[src/rtl/wb_arb2.sv]
// wb_arb2: two-master round-robin Wishbone classic arbiter in front of a RAM slave,
// dropping the slave's trailing duplicate ack and erroring out stalled transfers.
module wb_arb2 #(
  parameter int AW = 10,
  parameter int TIMEOUT = 16
) (
  input  logic          clk_i,
  input  logic          rst_i,
  input  logic          m0_cyc_i,
  input  logic          m0_stb_i,
  input  logic          m0_we_i,
  input  logic [3:0]    m0_sel_i,
  input  logic [AW-1:0] m0_adr_i,
  input  logic [31:0]   m0_dat_i,
  output logic          m0_ack_o,
  output logic          m0_err_o,
  output logic [31:0]   m0_dat_o,
  input  logic          m1_cyc_i,
  input  logic          m1_stb_i,
  input  logic          m1_we_i,
  input  logic [3:0]    m1_sel_i,
  input  logic [AW-1:0] m1_adr_i,
  input  logic [31:0]   m1_dat_i,
  output logic          m1_ack_o,
  output logic          m1_err_o,
  output logic [31:0]   m1_dat_o,
  output logic          s_cyc_o,
  output logic          s_stb_o,
  output logic          s_we_o,
  output logic [3:0]    s_sel_o,
  output logic [AW-1:0] s_adr_o,
  output logic [31:0]   s_dat_o,
  input  logic          s_ack_i,
  input  logic [31:0]   s_dat_i
);
  typedef enum logic [1:0] {IDLE, GNT0, GNT1, DRAIN} state_t;
  localparam int TW = TIMEOUT > 0 ? $clog2(TIMEOUT + 1) : 1;
  state_t state, arb;
  logic prio_q;
  logic [TW-1:0] tmo_q;
  logic req0, req1, gnt0, gnt1, req_g, tmo_hit;
  always_comb begin
    req0 = m0_cyc_i & m0_stb_i;
    req1 = m1_cyc_i & m1_stb_i;
    gnt0 = state == GNT0;
    gnt1 = state == GNT1;
    req_g = gnt1 ? req1 : req0;
    tmo_hit = TIMEOUT > 0 && req_g && !s_ack_i && tmo_q == TW'(TIMEOUT - 1);
    arb = (req0 & req1) ? (prio_q ? GNT1 : GNT0) : req0 ? GNT0 : req1 ? GNT1 : IDLE;
  end
  // Ack is qualified by the live request so an aborted transfer never sees a late ack.
  assign m0_ack_o = gnt0 & s_ack_i & req0;
  assign m1_ack_o = gnt1 & s_ack_i & req1;
  assign m0_err_o = gnt0 & tmo_hit;
  assign m1_err_o = gnt1 & tmo_hit;
  assign m0_dat_o = s_dat_i;
  assign m1_dat_o = s_dat_i;
  assign s_cyc_o = gnt0 ? m0_cyc_i : gnt1 ? m1_cyc_i : 1'b0;
  assign s_stb_o = gnt0 ? m0_stb_i : gnt1 ? m1_stb_i : 1'b0;
  assign s_we_o  = gnt0 ? m0_we_i  : gnt1 ? m1_we_i  : 1'b0;
  assign s_sel_o = gnt1 ? m1_sel_i : m0_sel_i;
  assign s_adr_o = gnt1 ? m1_adr_i : m0_adr_i;
  assign s_dat_o = gnt1 ? m1_dat_i : m0_dat_i;
  // Every exit from a grant goes through DRAIN, which swallows the slave's second ack.
  always_ff @(posedge clk_i)
    if (rst_i) begin
      state <= IDLE;
      prio_q <= 1'b0;
      tmo_q <= '0;
    end else if (gnt0 || gnt1) begin
      if (!req_g || s_ack_i || tmo_hit) begin
        state <= DRAIN;
        prio_q <= gnt0;
        tmo_q <= '0;
      end else tmo_q <= tmo_q + TW'(1);
    end else begin
      state <= arb;
      tmo_q <= '0;
    end
endmodule

[config.mk]
export PLATFORM = sky130hd
export DESIGN_NAME = wb_arb2
export DESIGN_NICKNAME = d
export VERILOG_FILES = /design/src/rtl/wb_arb2.sv
export SDC_FILE = /design/constraint.sdc
export NUM_CORES = 1
export LEC_CHECK = 0
export CAP_MARGIN = 10
export CORE_AREA = 2 2 97 99
export DETAILED_ROUTE_END_ITERATION = 12
export DIE_AREA = 0 0 99 101
export MAX_ROUTING_LAYER = met4
export PLACE_DENSITY = 0.69
export SLEW_MARGIN = 30
export SYNTH_ARGS = -nofsm -noshare
export SYNTH_HDL_FRONTEND = slang
export SYNTH_SLANG_ARGS = --single-unit
[constraint.sdc]
create_clock -name clk_i -period 1.8 [get_ports clk_i]
set_input_delay 0.18 -clock clk_i [delete_from_list [all_inputs] [get_ports clk_i]]
set_output_delay 0.18 -clock clk_i [all_outputs]
set_load 0.02 [all_outputs]
* Yosys cells after proc, flatten, opt, wreduce, memory -nomap -nowiden *
Index checks and enable logic that the tools add are counted.

storage, ports and cells
  register bits = 8

operators by class
  add/subtract/negate cells = 1
  equal/unequal tests = 4
  multiplexer cells = 16
  bitwise operators = 10
  reductions and logical operators = 9

operator list
  operator               number
  $mux W32               1
  $mux W2                6
  $mux W10               1
  $and A1 B1 Y1          9
  $mux W1                7
  $add A5 B1 Y5 const B  1
  $eq A5 B4 Y1 const B   1
  $mux W4                1
  $logic_or A1 B1 Y1     3
  $reduce_or A3 Y1       1
  $eq A2 B1 Y1 const B   1
  $eq A2 B2 Y1 const B   1
  $logic_and A1 B1 Y1    2
  $logic_not A1 Y1       2
  $ne A2 B1 Y1 const B   1
  $reduce_and A2 Y1      1
  $not A1 Y1             1

* Depth between registers and ports, before layout *
  depth after elaboration = 7
  depth in mapped cells = 6
  gate-level depth less buffers = 6

* Least setup slack after synthesis *
Ideal clock, no wire load.

  path type = reg2reg
  from = reg tmo_q[0]
  to = reg prio_q
  data arrival time = 1.604 ns
  required time = 1.705 ns
  slack = 0.100 ns
  stages on the path, launching flop included = 7
  period minus slack after synthesis = 1.700 ns
  cells stage by stage = dfxtp_1 ha_1 and3_1 ha_1 or3b_1 a211o_1 o311ai_1

on the way
  longest elaborated chain between the ends = 4

ends and longest elaborated chain
  item                                line  RTL
  start, declared                     40    logic [TW-1:0] tmo_q;
  start signal, assigned              75    end else tmo_q <= tmo_q + TW'(1);
  $eq A5 B4 Y1                        48    tmo_hit = TIMEOUT > 0 && req_g && !s_ack_i && tmo_q == TW'(TIMEOUT - 1);
  $logic_and A1 B1 Y1                 48
  $logic_or A1 B1 Y1                  71    if (!req_g || s_ack_i || tmo_hit) begin
  $reduce_and A2 Y1 (no source line)  n/a
  end signal, assigned                73    prio_q <= gnt0;
  end, declared                       39    logic prio_q;

Every way passes these cells.
A chain may end at the register's enable or synchronous reset.

* Worst setup path after layout *
  from = reg state[0]
  to = out s_dat_o[3]

on the way
  longest elaborated chain between the ends = 2

ends and longest elaborated chain
  item                    line  RTL
  start, declared         38    state_t state, arb;
  start signal, assigned  77    state <= arb;
  $eq A2 B2 Y1            46    gnt1 = state == GNT1;
  $mux W32                63    assign s_dat_o = gnt1 ? m1_dat_i : m0_dat_i;
  end, declared           32    output logic [31:0] s_dat_o,

Every way passes these cells.

==> qor.txt <==
status = finished, final reports clean
Worst Path Required = 1.62 ns
Area Growth Syn to Fin = 79.0%
grt total ovfl = 0
routed vias = 1528
placed cells = 379
final non-filler cell total = 385
GR Layer Usage met2 = 0.206
# DRC = 0
register bit total from synthesis = 8
Total Power = 1880 uW
storage element area = 163 um2
global-route wire length before repair = 8740 um
hold depth = 0
DP HPWL = 4740 um
LEAKAGE = 0.00116 uW
largest net degree at the start of global routing = 21
antenna-violating nets left = 0
final standard cell utilization of the core = 0.308
GR peak layer = met2
critical path class = register to output port
Crit. path cell count = 5
CP Capture Type = output port
# nets final = 414
met3 usage = 0.0291
worst-case vdd ir drop = 0.272 mV
Slowest Stage Delay on Critical Path = 0.33 ns
commonest non-fill, non-tap cells in the layout = 100 x clkdlybuf4s50_1, 45 x mux2_2, 39 x buf_2
clk buf depth = 2
Worst Reg-to-Reg Cells = 6
synth unique cells = 32
initial core utilization = 0.172
die height = 101 um
register area share after synthesis = 0.104
Top delay family on crit path = buffers and inverters
CP max stage cell = mux2_2
Avg Cell Area, Syn = 9.15 um2
die width = 99 um
multi-input logic area = 886 um2
Post-Route Skew = 0.00179 ns
Max Cap Viol = 0
gpl congestion = 0.794
I/O pin cnt = 250
Total GRT Usage = 0.113
Hold Fails Final Rpt = 0
Worst Hold Class = input pin to output port
CTS tree = built
wire length per cell after detailed routing = 15.3 um
fmax = 570 MHz
fillers = 950
Placed Area = 0.00284 mm2
grt met1 use = 0.122
Post-Synthesis Cells = 169
CTS root buf = clkbuf_8
clk_lat worst skew = 0.23 ns
Clock Sink Count = 8
hold-fix buffers at CTS = 0
Tmin final = 1.75 ns
layout cells sized above 1 = 0.489
row count = 35
Final Cell Area = 0.00277 mm2
WP data arrival = 1.57 ns
TritonCTS buffer count = 3
ratio of final minimum period to clock period = 0.974
Startpoint Class = register
core area = 0.00898 mm2
final setup fails = 0
maximum net fanout on the critical path = 10
Max transition margin = 0.771
drt first pass iters = 4
vias in the first global route = 1659
Port Buffers = 153
vias per cell = 3.97
power density cells = 678 mW/mm2
Worst-Margin Slew = 0.343 ns
Synthesis Warnings = 0
DRT Wirelength = 5890 um
commonest non-fill, non-tap cell in the layout = clkdlybuf4s50_1
Ant. Diodes = 0
max-slew violation count = 0
worst-path cell chain = inv_2, ha_4, bufbuf_16, mux2_2, buf_2
CP bufs+invs = 3
RSZ-0062 raised after global routing = yes
clk slew on worst S/H paths = 0.04 ns
1st-iter DRT viols = 12
Max H-tree Level = 1
Die ar. = 0.0100 mm2
syn_nets = 307
initial antenna violation count = 0
Cell Area, Synth = 0.00155 mm2
==> kinds of logic (layout without fill, tap and decap cells) <==
kind of cell	count (synthesis)	in the layout	synth area share
AO/OA/AOI/OAI	13	13	0.0720
XOR/XNOR	2	2	0.0113
adder cells (fa/ha/maj)	5	5	0.0405
buffers and inverters	73	178	0.341
flip-flops	8	8	0.104
multiplexers	46	46	0.335
AND/OR/NAND/NOR	22	22	0.0963
==> power by group <==
| part | switching [uW] | internal (uW) |
|---|---|---|
| Clock | 72.2 | 145 |
| Sequential | 17.9 | 197 |
| Combinational | 667 | 778 |
| Total | 757 | 1120 |
==> layout make-up <==
class,instances,share of cell area
clock buffer,3,0.0149
sequential,8,0.0588
inverter,3,0.00407
tap,111,0.0502
multi-input combinational,88,0.320
timing repair buffer,172,0.552
==> what timing repair did <==
item | CTS | global route
gates resized for setup | 190 | 26
setup endpoints to repair | 53 | 39
gates cloned | 2 | 0
buffers inserted | 1 | 0
==> worst paths after layout <==
path,start,endpoint,slack (ns)
worst max register to register,tmo_q[0],prio_q,0.06
worst min register to register,tmo_q[0],tmo_q[0],0.55
worst max-delay path,state[0],s_dat_o[3],0.05
worst min-delay path,s_dat_i[29],m1_dat_o[29],0.36
==> metrics by stage <==
| step | hold slack [ns] | setup WS, ns | setup TNS [ns] |
|---|---|---|---|
| finish | 0.360 | 0.0464 | 0 |
| global route | 0.360 | -0.0206 | -0.130 |
| CTS | 0.360 | -0.0530 | -0.0530 |
| detailed placement | 0.360 | -0.308 | -5.87 |
| global placement | 0.360 | -0.293 | -5.04 |
| floorplan | 0.256 | 0.100 | 0 |
==> layer usage <==
metal,part of all wire,routed length [um]
met2,0.50,2960
met1,0.39,2280
met3,0.099,583
met5,0,0
met4,0.012,69
==> registers in the layout (all words and copies together) (netlist names) <==
signal,cells
state,2
prio_q,1
tmo_q,5
==> Yosys cell counts (all sizes together) <==
library cell / instances / share of area
a211o: 2 / 0.012
a211oi: 1 / 0.0081
a21oi: 1 / 0.0032
a221oi: 2 / 0.011
a22o: 3 / 0.017
a31o: 1 / 0.0057
a31oi: 1 / 0.0040
and3: 6 / 0.026
and3b: 1 / 0.0057
and4: 1 / 0.0057
buf: 69 / 0.33
clkbuf: 1 / 0.0024
dfxtp: 8 / 0.10
ha: 5 / 0.040
inv: 3 / 0.0073
mux2: 46 / 0.33
nand2: 2 / 0.0049
nand2b: 1 / 0.0040
nand3: 2 / 0.0097
nand3b: 1 / 0.013
nor2: 4 / 0.0097
nor2b: 1 / 0.0040
nor4: 2 / 0.0081
o211ai: 1 / 0.0049
o311ai: 1 / 0.0057
or3b: 1 / 0.0057
xnor2: 1 / 0.0057
xor2: 1 / 0.0057
Power figures use the tool's default switching activity.
